File: src/rtl/ravan_sha_pkg.sv
// Register map, control encodings and FSM state type shared by the
// sha256 bus sequencer.
package ravan_sha_pkg;

  localparam logic [7:0] ADDR_CTRL    = 8'h08;
  localparam logic [7:0] ADDR_STATUS  = 8'h09;
  localparam logic [7:0] ADDR_BLOCK0  = 8'h10;
  localparam logic [7:0] ADDR_DIGEST0 = 8'h20;

  localparam int unsigned CTRL_INIT_BIT    = 0;
  localparam int unsigned CTRL_NEXT_BIT    = 1;
  localparam int unsigned CTRL_MODE_BIT    = 2;
  localparam int unsigned STATUS_VALID_BIT = 1;

  localparam logic [31:0] CTRL_INIT_SHA256 =
    (32'd1 << CTRL_MODE_BIT) | (32'd1 << CTRL_INIT_BIT);
  localparam logic [31:0] CTRL_NEXT_SHA256 =
    (32'd1 << CTRL_MODE_BIT) | (32'd1 << CTRL_NEXT_BIT);

  typedef enum logic [2:0] {
    ST_IDLE,
    ST_WR_BLK,
    ST_WR_CTRL,
    ST_GAP,
    ST_POLL,
    ST_RD_DIG,
    ST_OUT,
    ST_ERR
  } seq_state_e;

endpackage

File: src/rtl/sha_block_sequencer.sv
// Loads one 512-bit block into the sha256 core, starts init/next, polls for
// digest_valid and returns the 256-bit digest on a valid/ready output.
module sha_block_sequencer
  import ravan_sha_pkg::*;
#(
  parameter int unsigned POLL_LIMIT = 255
) (
  input  logic         clk,
  input  logic         reset_n,
  input  logic         blk_valid,
  output logic         blk_ready,
  input  logic [511:0] blk_data,
  input  logic         blk_first,
  output logic         dig_valid,
  input  logic         dig_ready,
  output logic [255:0] dig_data,
  output logic         timeout_err,
  output logic         cs,
  output logic         we,
  output logic [7:0]   address,
  output logic [31:0]  write_data,
  input  logic [31:0]  read_data,
  input  logic         sha_error
);

  localparam logic [7:0] POLL_MAX = 8'(POLL_LIMIT);

  seq_state_e   state_q, state_d;
  logic [511:0] blk_q, blk_d;
  logic         first_q, first_d;
  logic [3:0]   cnt_q, cnt_d;
  logic [7:0]   poll_q, poll_d;
  logic [255:0] dig_q, dig_d;
  logic         terr_q, terr_d;
  logic         cs_q, cs_d;
  logic         we_q, we_d;
  logic [7:0]   addr_q, addr_d;
  logic [31:0]  wdata_q, wdata_d;
  logic [31:0]  blk_word;

  always_comb begin
    state_d = state_q;
    blk_d   = blk_q;
    first_d = first_q;
    cnt_d   = cnt_q;
    poll_d  = poll_q;
    dig_d   = dig_q;
    terr_d  = terr_q;

    unique case (state_q)
      ST_IDLE: begin
        if (blk_valid) begin
          blk_d   = blk_data;
          first_d = blk_first;
          terr_d  = 1'b0;
          cnt_d   = '0;
          state_d = ST_WR_BLK;
        end
      end
      ST_WR_BLK: begin
        if (cnt_q == 4'd15) begin
          cnt_d   = '0;
          state_d = ST_WR_CTRL;
        end else begin
          cnt_d = cnt_q + 4'd1;
        end
      end
      ST_WR_CTRL: state_d = ST_GAP;
      ST_GAP: begin
        poll_d  = '0;
        state_d = ST_POLL;
      end
      ST_POLL: begin
        if (read_data[STATUS_VALID_BIT]) begin
          cnt_d   = '0;
          state_d = ST_RD_DIG;
        end else begin
          poll_d = poll_q + 8'd1;
          if (poll_q + 8'd1 == POLL_MAX) begin
            terr_d  = 1'b1;
            state_d = ST_ERR;
          end
        end
      end
      ST_RD_DIG: begin
        for (int unsigned i = 0; i < 8; i++) begin
          if (cnt_q[2:0] == i[2:0]) dig_d[255-32*i -: 32] = read_data;
        end
        if (cnt_q == 4'd7) begin
          cnt_d   = '0;
          state_d = ST_OUT;
        end else begin
          cnt_d = cnt_q + 4'd1;
        end
      end
      ST_OUT:  if (dig_ready) state_d = ST_IDLE;
      ST_ERR:  state_d = ST_IDLE;
      default: state_d = ST_IDLE;
    endcase

    // A core error abandons the block; ERR itself still drains to IDLE so a
    // stuck error line cannot wedge the sequencer.
    if (sha_error && state_q != ST_IDLE) begin
      terr_d = 1'b1;
      if (state_q != ST_ERR) begin
        state_d = ST_ERR;
        dig_d   = dig_q;
      end
    end
  end

  // Bus outputs are registered from the next state so they line up with state_q.
  always_comb begin
    blk_word = '0;
    for (int unsigned i = 0; i < 16; i++) begin
      if (cnt_d == i[3:0]) blk_word = blk_d[511-32*i -: 32];
    end

    cs_d    = 1'b0;
    we_d    = 1'b0;
    addr_d  = '0;
    wdata_d = '0;
    unique case (state_d)
      ST_WR_BLK: begin
        cs_d    = 1'b1;
        we_d    = 1'b1;
        addr_d  = ADDR_BLOCK0 + {4'b0, cnt_d};
        wdata_d = blk_word;
      end
      ST_WR_CTRL: begin
        cs_d    = 1'b1;
        we_d    = 1'b1;
        addr_d  = ADDR_CTRL;
        wdata_d = first_d ? CTRL_INIT_SHA256 : CTRL_NEXT_SHA256;
      end
      ST_POLL: begin
        cs_d   = 1'b1;
        addr_d = ADDR_STATUS;
      end
      ST_RD_DIG: begin
        cs_d   = 1'b1;
        addr_d = ADDR_DIGEST0 + {5'b0, cnt_d[2:0]};
      end
      default: ;
    endcase
  end

  always_ff @(posedge clk or negedge reset_n) begin
    if (!reset_n) begin
      state_q <= ST_IDLE;
      blk_q   <= '0;
      first_q <= 1'b0;
      cnt_q   <= '0;
      poll_q  <= '0;
      dig_q   <= '0;
      terr_q  <= 1'b0;
      cs_q    <= 1'b0;
      we_q    <= 1'b0;
      addr_q  <= '0;
      wdata_q <= '0;
    end else begin
      state_q <= state_d;
      blk_q   <= blk_d;
      first_q <= first_d;
      cnt_q   <= cnt_d;
      poll_q  <= poll_d;
      dig_q   <= dig_d;
      terr_q  <= terr_d;
      cs_q    <= cs_d;
      we_q    <= we_d;
      addr_q  <= addr_d;
      wdata_q <= wdata_d;
    end
  end

  assign blk_ready   = (state_q == ST_IDLE);
  assign dig_valid   = (state_q == ST_OUT);
  assign dig_data    = dig_q;
  assign timeout_err = terr_q;
  assign cs          = cs_q;
  assign we          = we_q;
  assign address     = addr_q;
  assign write_data  = wdata_q;

endmodule

File: config.mk
export PLATFORM = sky130hd
export DESIGN_NAME = sha_block_sequencer
export DESIGN_NICKNAME = d
export VERILOG_FILES = /design/src/rtl/ravan_sha_pkg.sv /design/src/rtl/sha_block_sequencer.sv
export SDC_FILE = /design/constraint.sdc
export NUM_CORES = 1
export LEC_CHECK = 0
export ABC_AREA = 1
export BUFFER_PORTS_ARGS = -buffer_cell sky130_fd_sc_hd__buf_2
export CAP_MARGIN = 10
export CELL_PAD_IN_SITES_DETAIL_PLACEMENT = 1
export CELL_PAD_IN_SITES_GLOBAL_PLACEMENT = 2
export CORE_MARGIN = 4
export CORE_UTILIZATION = 34
export DETAILED_ROUTE_END_ITERATION = 16
export HOLD_SLACK_MARGIN = 0.12
export PLACE_DENSITY = 0.84
export SLEW_MARGIN = 20
export SYNTH_ARGS = -nofsm -noshare
export SYNTH_HDL_FRONTEND = slang
export SYNTH_SLANG_ARGS = --single-unit
File: constraint.sdc
create_clock -name clk -period 6 [get_ports clk]
set_input_delay 0.3 -clock clk [delete_from_list [all_inputs] [get_ports clk]]
set_output_delay 0.3 -clock clk [all_outputs]
set_load 0.01 [all_outputs]
==> impl_metrics.ini, run 1 <==
[run_status]
status = finished clean

[power]
vdd_drop_max_v = 0.000254
p_per_area_nw_per_um2 = 495
p_leak_nw = 25.4

[route]
routed_wirelength_um = 160000
firstDrtPassIters = 5
via_count = 34000
ant_nets = 0
drcViolationCount = 0
wire_per_inst_um = 23.0
drtIter0Drc = 2135
avgViaCountPerCell = 4.91

[worst_setup_path]
path_max_fanout = 33
path_cells = nor2_1, nand2_1, nand3_2, nand2_1, nand2_4, nor2_4, inv_1, nor2_4, buf_4, nand2_1, nand4_1, nor2_1, nand4_1, nor2_1, nor2_1
cp-end-kind = flip-flop
crit_top_cell = nor2_1
r2r-start = state_q[0]
cp_data_required_time_ns = 6.59
cp_slowest_stage_delay_ns = 0.79
worstSetupStartpointType = flip-flop
crit_cells = 15
rrSetupSlack_ns = 1.73
path_class = flip-flop to flip-flop
r2r_end = write_data[22]
arrival_ns = 4.86
path_buf_inv = 2
critPathTopFamily = simple AND/OR/NAND/NOR gates
slowest_stage = nor2_4
setup.worst_path.end = write_data[22]
rr_worst_depth = 15
worstSetupStartpoint = state_q[0]

[synth]
syn_area_per_cell_um2 = 8.48
synthArstFlopShare = 1.00
yosysSeqAreaShare = 0.587
synth_edf_count = 0
ys.flop_type = dfrtp_1
synth_seq_cells = 825
synth_cell_types = 39
syn-instance-count = 4149
syn_area_um2 = 35200
yosysWarnings = 0

[layout]
drive_above_1_share = 0.223
final_common_cell = nand2_1
layout.filler_cells = 12300
mostFrequentLayoutCells = 1739 x nand2_1, 847 x buf_2, 825 x dfrtp_1
final_core_util = 0.482
final_cell_area_um2 = 49200
nets = 6008
synthToLayoutAreaGrowth_pct = 40.0

[clocking]
path_clk_slew_ns = 0.06
cts_tree = yes
htreeDepth = 3
post_cts_buffers = 0
postCtsHoldBufs = 540
cts_root_buf = clkbuf_16
cts_resized = 0
numCtsBuffers = 96
numClockSinks = 825
clkLatencyLatePin_ns = 0.67
clk_path_buf_depth = 3

[global_routing]
antenna_found_initial = 30
grt_pass1_vias = 37100
grt_max_degree = 208
grt-ovfl-total = 0
grt_use_met3 = 0.0518
grt_use_met2 = 0.486
grt_use_met1 = 0.350
grt_pass1_wl_um = 238000
grt_usage = 0.290
busiest_layer = met2

[place]
gp_congestion = 0.844
portBuffers = 848
dp_hpwl_um = 107000
post_dp_cell_area_um2 = 40500

[die]
start_util = 0.344
fp.dieH_um = 330
coreArea_um2 = 102000
rows = 117
io_pins = 851
dieArea_um2 = 109000
die_width_um = 330

[sta]
relSlewSlack = 0.272
fin_worst_skew_ns = 0.0260
tightest_slew_ns = 1.09
finalHoldViolations = 0
max_freq_mhz = 234
post-route-period-util = 0.712
period_minus_slack_ns = 4.27
fin_tns_setup_ns = 0
setup_viol = 0
slew_viol_final = 0
rsz0062_at_grt = no

[min_path]
worst_hold_path_type = input pin to flip-flop

[run]
cap_violations = 0
[per-stage QoR]
stage          setup slack (ns)  power [mW]  hold slack [ns]  std cells
6_report                   1.73        24.4            0.125       6924
5_1_grt                    1.33        26.1            0.139       6914
4_1_cts                    1.71        24.5            0.121       6900
3_5_place_dp               1.73        18.1            0.391       6180
3_3_place_gp               1.84        17.8            0.401       6180
2_1_floorplan              3.69        13.9          0.00441       4150
[synthesized netlist by cell type, types with 2 or more instances]
cell type,instances,share of area
nand2_1,1739,0.19
dfrtp_1,825,0.59
o21ai_0,451,0.064
inv_1,262,0.028
nor2_1,161,0.017
or2_2,130,0.023
clkbuf_1,114,0.012
nand3_1,113,0.016
nand4_1,87,0.015
buf_2,80,0.011
a21oi_1,37,0.0053
mux2i_1,34,0.0097
buf_4,13,0.0028
inv_2,12,0.0013
buf_6,10,0.0032
ha_1,8,0.0028
nand2_2,8,0.0014
nor2_4,8,0.0026
o21ai_1,8,0.0011
buf_1,7,0.00075
nand2_4,5,0.0016
o22ai_1,5,0.00089
nor2_2,4,0.00071
nor3_1,4,0.00057
or2_0,4,0.00071
xor2_1,4,0.0010
inv_4,2,0.00036
nor4_1,2,0.00036
o211ai_1,2,0.00043
[report_power, final]
group,switching [mW],internal [mW],leakage [nW]
clock,2.51,3.55,1.60
sequential,0.918,7.93,10.4
combinational,6.59,2.89,13.4
[worst reg2reg max path, cell delays in order (launching register included)]
cell and delay, ns:
dfrtp_1 0.53, nor2_1 0.15, nand2_1 0.35, nand3_2 0.20, nand2_1 0.16, nand2_4 0.11, nor2_4 0.79, inv_1 0.35
nor2_4 0.58, buf_4 0.40, nand2_1 0.08, nand4_1 0.17, nor2_1 0.06, nand4_1 0.08, nor2_1 0.06, nor2_1 0.13
[per-layer routing]
layer / part of all wire / vias up
met5: 0.00068 / -
met2: 0.48 / 1188
met4: 0.066 / 16
met3: 0.056 / 458
met1: 0.40 / 16700
li1: - / 15600
[kinds of logic (layout without fill, tap and decap cells)]
| kind of cell | count (synthesis) | in the layout | share of synthesized area |
|---|---|---|---|
| compound gates | 506 | 506 | 0.0725 |
| xor+xnor | 5 | 5 | 0.00125 |
| fa+ha+maj | 8 | 8 | 0.00285 |
| buf+inv | 502 | 1884 | 0.0601 |
| flops | 825 | 825 | 0.587 |
| mux | 34 | 34 | 0.00968 |
| other cells | 1 | 26 | 0.000107 |
| simple gates | 2268 | 2268 | 0.267 |
[state kept, by name (all words and copies together) (netlist names)]
name and cells:
first_q 1, write_data 32, dig_data 256, poll_q 8, cs 1, we 1, address 6, blk_q 512
timeout_err 1, state_q 3, cnt_q 4
[worst min-delay path by stage]
| stage | startpoint | to | slack [ns] | depth (start not counted) |
|---|---|---|---|---|
| 2_1_floorplan | reset_n | address[0] | 0.004 | 0 |
| 3_3_place_gp | reset_n | blk_q[183] | 0.40 | 1 |
| 3_5_place_dp | reset_n | blk_q[183] | 0.39 | 1 |
| 4_1_cts | blk_data[309] | blk_q[309] | 0.12 | 4 |
| 5_1_grt | blk_data[301] | blk_q[301] | 0.14 | 4 |
| 6_report | blk_data[309] | blk_q[309] | 0.12 | 4 |
[final cells by class]
cell class                      count  area, µm²  share of cell area
Antenna cell                       24       60.1             0.00122
Sequential cell                   825      20600               0.419
Timing Repair Buffer             1426      10000               0.204
Clock buffer                      128       2680              0.0545
Multi-Input combinational cell   2823      12500               0.253
Inverter                          278       1060              0.0215
Clock inverter                     52        562              0.0114
Tap cell                         1368       1710              0.0348
Power figures use the tool's default switching activity.
==> inputs of run 2 (changes only) <==
- CORE_UTILIZATION: 34 -> 28
- PLACE_DENSITY: 0.84 -> 0.74
- clock period: 6 -> 3.7 ns (I/O delays scaled with it)
==> impl_metrics.ini, run 2 (synthesized netlist as in run 1, its figures left out) <==
[run_status]
status = finished clean

[clocking]
cts_root_buf = clkbuf_16
numCtsBuffers = 97
clk_path_buf_depth = 3
cts_tree = yes
clkLatencyLatePin_ns = 0.68
htreeDepth = 3
numClockSinks = 825
path_clk_slew_ns = 0.07

[global_routing]
busiest_layer = met2
grt_use_met1 = 0.301
antenna_found_initial = 57
grt_use_met3 = 0.0488
grt_pass1_wl_um = 239000
grt_pass1_vias = 36100
grt_use_met2 = 0.413
grt_max_degree = 147
grt-ovfl-total = 0
grt_usage = 0.241

[worst_setup_path]
cp_slowest_stage_delay_ns = 0.39
rr_worst_depth = 21
cp_data_required_time_ns = 4.25
slowest_stage = dfrtp_1
arrival_ns = 4.04
crit_top_cell = nor2_1
r2r-start = cnt_q[0]
path_max_fanout = 11
cp-end-kind = flip-flop
path_class = flip-flop to flip-flop
path_cells = ha_1, nand3_1, nand3_1, nand2_2, nand2_2, nand2_4, buf_4, nand2_4, inv_4, nand2_2, inv_2, buf_4, nand2_1, nand2_1, nand4_1, nor2_1, nand4_1, nor2_1, nand4_1, nor2_1, nor2_1
rrSetupSlack_ns = 0.22
worstSetupStartpointType = flip-flop
r2r_end = write_data[23]

[power]
p_leak_nw = 25.8
p_sw_frac = 0.408
vdd_drop_max_v = 0.000398
power.share.sequential = 0.357
p_per_area_nw_per_um2 = 795
internal_power_mw = 23.7
power.share.combinational = 0.397
p_switching_mw = 16.3
clock_power_share = 0.246

[route]
via_count = 33600
wire_per_inst_um = 22.3
avgViaCountPerCell = 4.62
firstDrtPassIters = 5
ant_nets = 0
drtIter0Drc = 2127
routed_wirelength_um = 162000
drcViolationCount = 0

[layout]
mostFrequentLayoutCells = 1738 x nand2_1, 847 x buf_2, 825 x dfrtp_1
top_register = blk_q
nets = 6074
drive_above_1_share = 0.230
final_core_util = 0.405
final_common_cell = nand2_1
largest_reg_flops = 512
synthToLayoutAreaGrowth_pct = 43.2
layout.filler_cells = 14800

[sta]
tightest_slew_ns = 1.08
rsz0062_at_grt = no
period_minus_slack_ns = 3.48
post-route-period-util = 0.941
max_freq_mhz = 287
finalHoldViolations = 0
setup_viol = 0
fin_hold_ws_ns = 0.210
fin_worst_skew_ns = 0.0261
relSlewSlack = 0.279
slew_viol_final = 0

[die]
coreArea_um2 = 124000
start_util = 0.283
rows = 129
fp.dieH_um = 362
io_pins = 851
dieArea_um2 = 131000
die_width_um = 362

[min_path]
worst_hold_path_type = input pin to flip-flop
hold_start = blk_valid
hold_end = state_q[0]
min_path_cells = 7

[place]
gp_congestion = 0.834
dp_hpwl_um = 114000
portBuffers = 848

[run]
cap_violations = 0
## run 2: cell types whose count changed in the layout (fill, tap and decap cells not counted), moves of 4 or more
cell           before  now
clkinv_2           28   18
clkbuf_1           17   21
diode_2            24   37
buf_4              30   67
buf_12              8   25
clkbuf_8           14   25
clkinvlp_4          8    2
dlygate4sd3_1     540  549
## run 2: how the worst max path moves through the flow
| stage | startpoint | to | slack, ns | cells past startpoint |
|---|---|---|---|---|
| floorplan | cnt_q[0] | write_data[22] | 1.39 | 18 |
| global placement | cnt_q[0] | write_data[12] | -0.22 | 18 |
| detailed placement | cnt_q[0] | write_data[12] | -0.29 | 18 |
| CTS | cnt_q[0] | write_data[2] | 0.09 | 18 |
| global route | state_q[0] | write_data[19] | 0.02 | 19 |
| finish | cnt_q[0] | write_data[23] | 0.22 | 21 |
## run 2: through the flow
stage	cell area, µm²	power [mW]	instances	setup TNS [ns]	setup WS (ns)
floorplan	35200	22.5	4150	0	1.39
global placement	41500	29.6	6502	-1.38	-0.216
detailed placement	41500	30.0	6502	-2.14	-0.288
CTS	50300	40.7	7229	0	0.0910
global route	50300	42.9	7245	0	0.0156
finish	50400	40.0	7266	0	0.219
## run 2: repair_timing
item,in CTS,in global routing
buffers inserted,1,0
gates cloned,1,0
hold buffers,550,0
endpoints found under the hold margin,1313,0
gates resized for setup,0,5
pin swaps,1,1
setup endpoints to repair,21,8
## run 2: final cells by class
type	count	area [µm²]	area share
clock buffers	145	2900	0.0576
clock inverters	30	350	0.00695
flip-flops and latches	825	20600	0.410
multi-input cells	2824	12500	0.248
repair buffers	1490	10800	0.214
inverters	278	1060	0.0210
well taps	1637	2050	0.0407
diodes	37	92.6	0.00184
## run 2: worst max-delay path: cells and delay by family, from the launching register on
kind,cells,cell delay [ns]
fa+ha+maj,1,0.25
buf+inv,4,0.60
flops,1,0.39
simple gates,16,2.11
## run 2: power by group through the flow
stage	Sequential, mW	Clock, mW	Combinational, mW
global route	14.7	10.5	17.7
floorplan	14.6	0	7.89
finish	14.3	9.86	15.9
CTS	14.3	10.1	16.3
global placement	14.3	0	15.3
detailed placement	14.4	0	15.6
## run 2: routing by layer
metal  part of all wire  vias up  wire [µm]
met3              0.054      284       8780
met5             0.0011        -        172
met2               0.48      899      78400
met4              0.041       32       6570
li1                   -    15800          -
met1               0.42    16500      68200
==> inputs of run 3 (changes only) <==
- GPL_TIMING_DRIVEN: unset -> 0
==> impl_metrics.ini, run 3 (synthesized netlist as in run 1, its figures left out) <==
[sta]
relSlewSlack = 0.434
fin_worst_skew_ns = 0.0272
max_freq_mhz = 285
setup_viol = 0
tightest_slew_ns = 0.848
rsz0062_at_grt = yes
finalHoldViolations = 0
post-route-period-util = 0.947
slew_viol_final = 0
period_minus_slack_ns = 3.50

[clocking]
htreeDepth = 3
numClockSinks = 825
clkLatencyLatePin_ns = 0.69
numCtsBuffers = 97
cts_tree = yes
clk_path_buf_depth = 3
path_clk_slew_ns = 0.05
cts_root_buf = clkbuf_16

[route]
ant_nets = 0
drtIter0Drc = 2151
wire_per_inst_um = 24.0
via_count = 34900
avgViaCountPerCell = 4.71
firstDrtPassIters = 4
routed_wirelength_um = 178000
drcViolationCount = 0

[global_routing]
busiest_layer = met2
grt_pass1_wl_um = 256000
antenna_found_initial = 55
grt_usage = 0.264
grt_pass1_vias = 37600
grt_use_met3 = 0.0477
grt-ovfl-total = 0
grt_use_met2 = 0.451
grt_use_met1 = 0.335
grt_max_degree = 135

[die]
start_util = 0.283
io_pins = 851
fp.dieH_um = 362
rows = 129
die_width_um = 362
coreArea_um2 = 124000
dieArea_um2 = 131000

[worst_setup_path]
path_class = flip-flop to flip-flop
slowest_stage = dfrtp_1
cp_data_required_time_ns = 4.24
critPathTopFamily = simple AND/OR/NAND/NOR gates
path_cells = buf_6, nor2_2, nand2_2, nor2_4, inv_1, clkbuf_2, clkbuf_1, nand2_1, nand2_1, nand3_1, nand3_1, nand2_1, nand4_1, nor2_1, nand4_1, nor2_4, nand4_1, nor2_1, nor2_1
worstSetupStartpoint = state_q[1]
cp_slowest_stage_delay_ns = 0.37
r2r-start = state_q[1]
arrival_ns = 4.05
cp-end-kind = flip-flop
worstSetupStartpointType = flip-flop
path_max_fanout = 10
path_buf_inv = 4

[layout]
mostFrequentLayoutCells = 1726 x nand2_1, 917 x buf_2, 824 x dfrtp_1
nets = 6218
top_register = blk_q
largest_reg_flops = 512
drive_above_1_share = 0.234
synthToLayoutAreaGrowth_pct = 44.6
final_cell_area_um2 = 50900
finalNonFillerCells = 7408
final_common_cell = nand2_1

[place]
post_dp_cell_area_um2 = 41700
place_inst = 6642
dp_hpwl_um = 132000
portBuffers = 848
gp_congestion = 0.849

[power]
p_per_area_nw_per_um2 = 816
p_leak_nw = 26.1
vdd_drop_max_v = 0.000470

[min_path]
worst_hold_path_type = input pin to flip-flop
hold_start = blk_valid

[run_status]
status = finished clean

[run]
cap_violations = 0
==> run 3: repair_timing <==
| action | CTS | global route |
|---|---|---|
| setup endpoints to repair | 71 | 26 |
| hold buffers | 551 | 0 |
| gates resized for setup | 52 | 34 |
| pin swaps | 10 | 15 |
| setup buffers | 5 | 1 |
| hold endpoints to repair | 1088 | 0 |
==> run 3: metal layers <==
layer | part of all wire | up-vias
li1 | - | 16100
met1 | 0.42 | 17300
met3 | 0.053 | 358
met2 | 0.48 | 1078
met4 | 0.042 | 46
met5 | 0.0015 | -
==> run 3: final cells by class <==
class	count	area (µm²)
antenna	31	77.6
buffer	223	1110
clock buffer	146	2850
clock inverter	33	477
fill	14900	73400
inverter	278	1060
multi-input combinational	2823	12600
sequential	825	20600
tap	1637	2050
timing repair buffer	1412	10000
==> run 3: path summary, 6_finish.rpt <==
path | depth (start not counted) | slack [ns] | to
setup / recovery | 19 | 0.20 | write_data[29]
hold / removal | 7 | 0.21 | state_q[0]
setup reg to reg | 19 | 0.20 | write_data[29]
hold reg to reg | 2 | 0.47 | blk_q[226]
max in group asynchronous | 7 | 0.85 | blk_q[95]
min in group asynchronous | 4 | 0.66 | address[2]
==> run 3: tightest hold or removal path: cells and delay by family <==
kind	cells	cell delay [ns]
AND/OR/NAND/NOR	2	0.21
AO/OA/AOI/OAI	1	0.12
buffers and inverters	4	0.32
==> run 3: through the flow <==
step                      setup TNS (ns)  utilization  total power [mW]  hold WS (ns)  worst slack, ns
final                                  0        0.409              41.5         0.208            0.197
after global routing             -0.0275        0.409              44.2         0.241          -0.0236
after CTS                              0        0.408              41.9         0.136          0.00160
after detailed placement          -22.85        0.335              30.8        0.0839           -0.847
after global placement                 -        0.334              30.5         0.412           -16.94
after floorplan                        0            -              22.5        -0.111             1.39
==> run 3: report_power, final <==
part / switching [mW] / internal, mW / leakage (nW)
registers: 1.39 / 12.9 / 10.4
logic: 12.0 / 5.20 / 14.0
clock network: 4.17 / 5.91 / 1.62
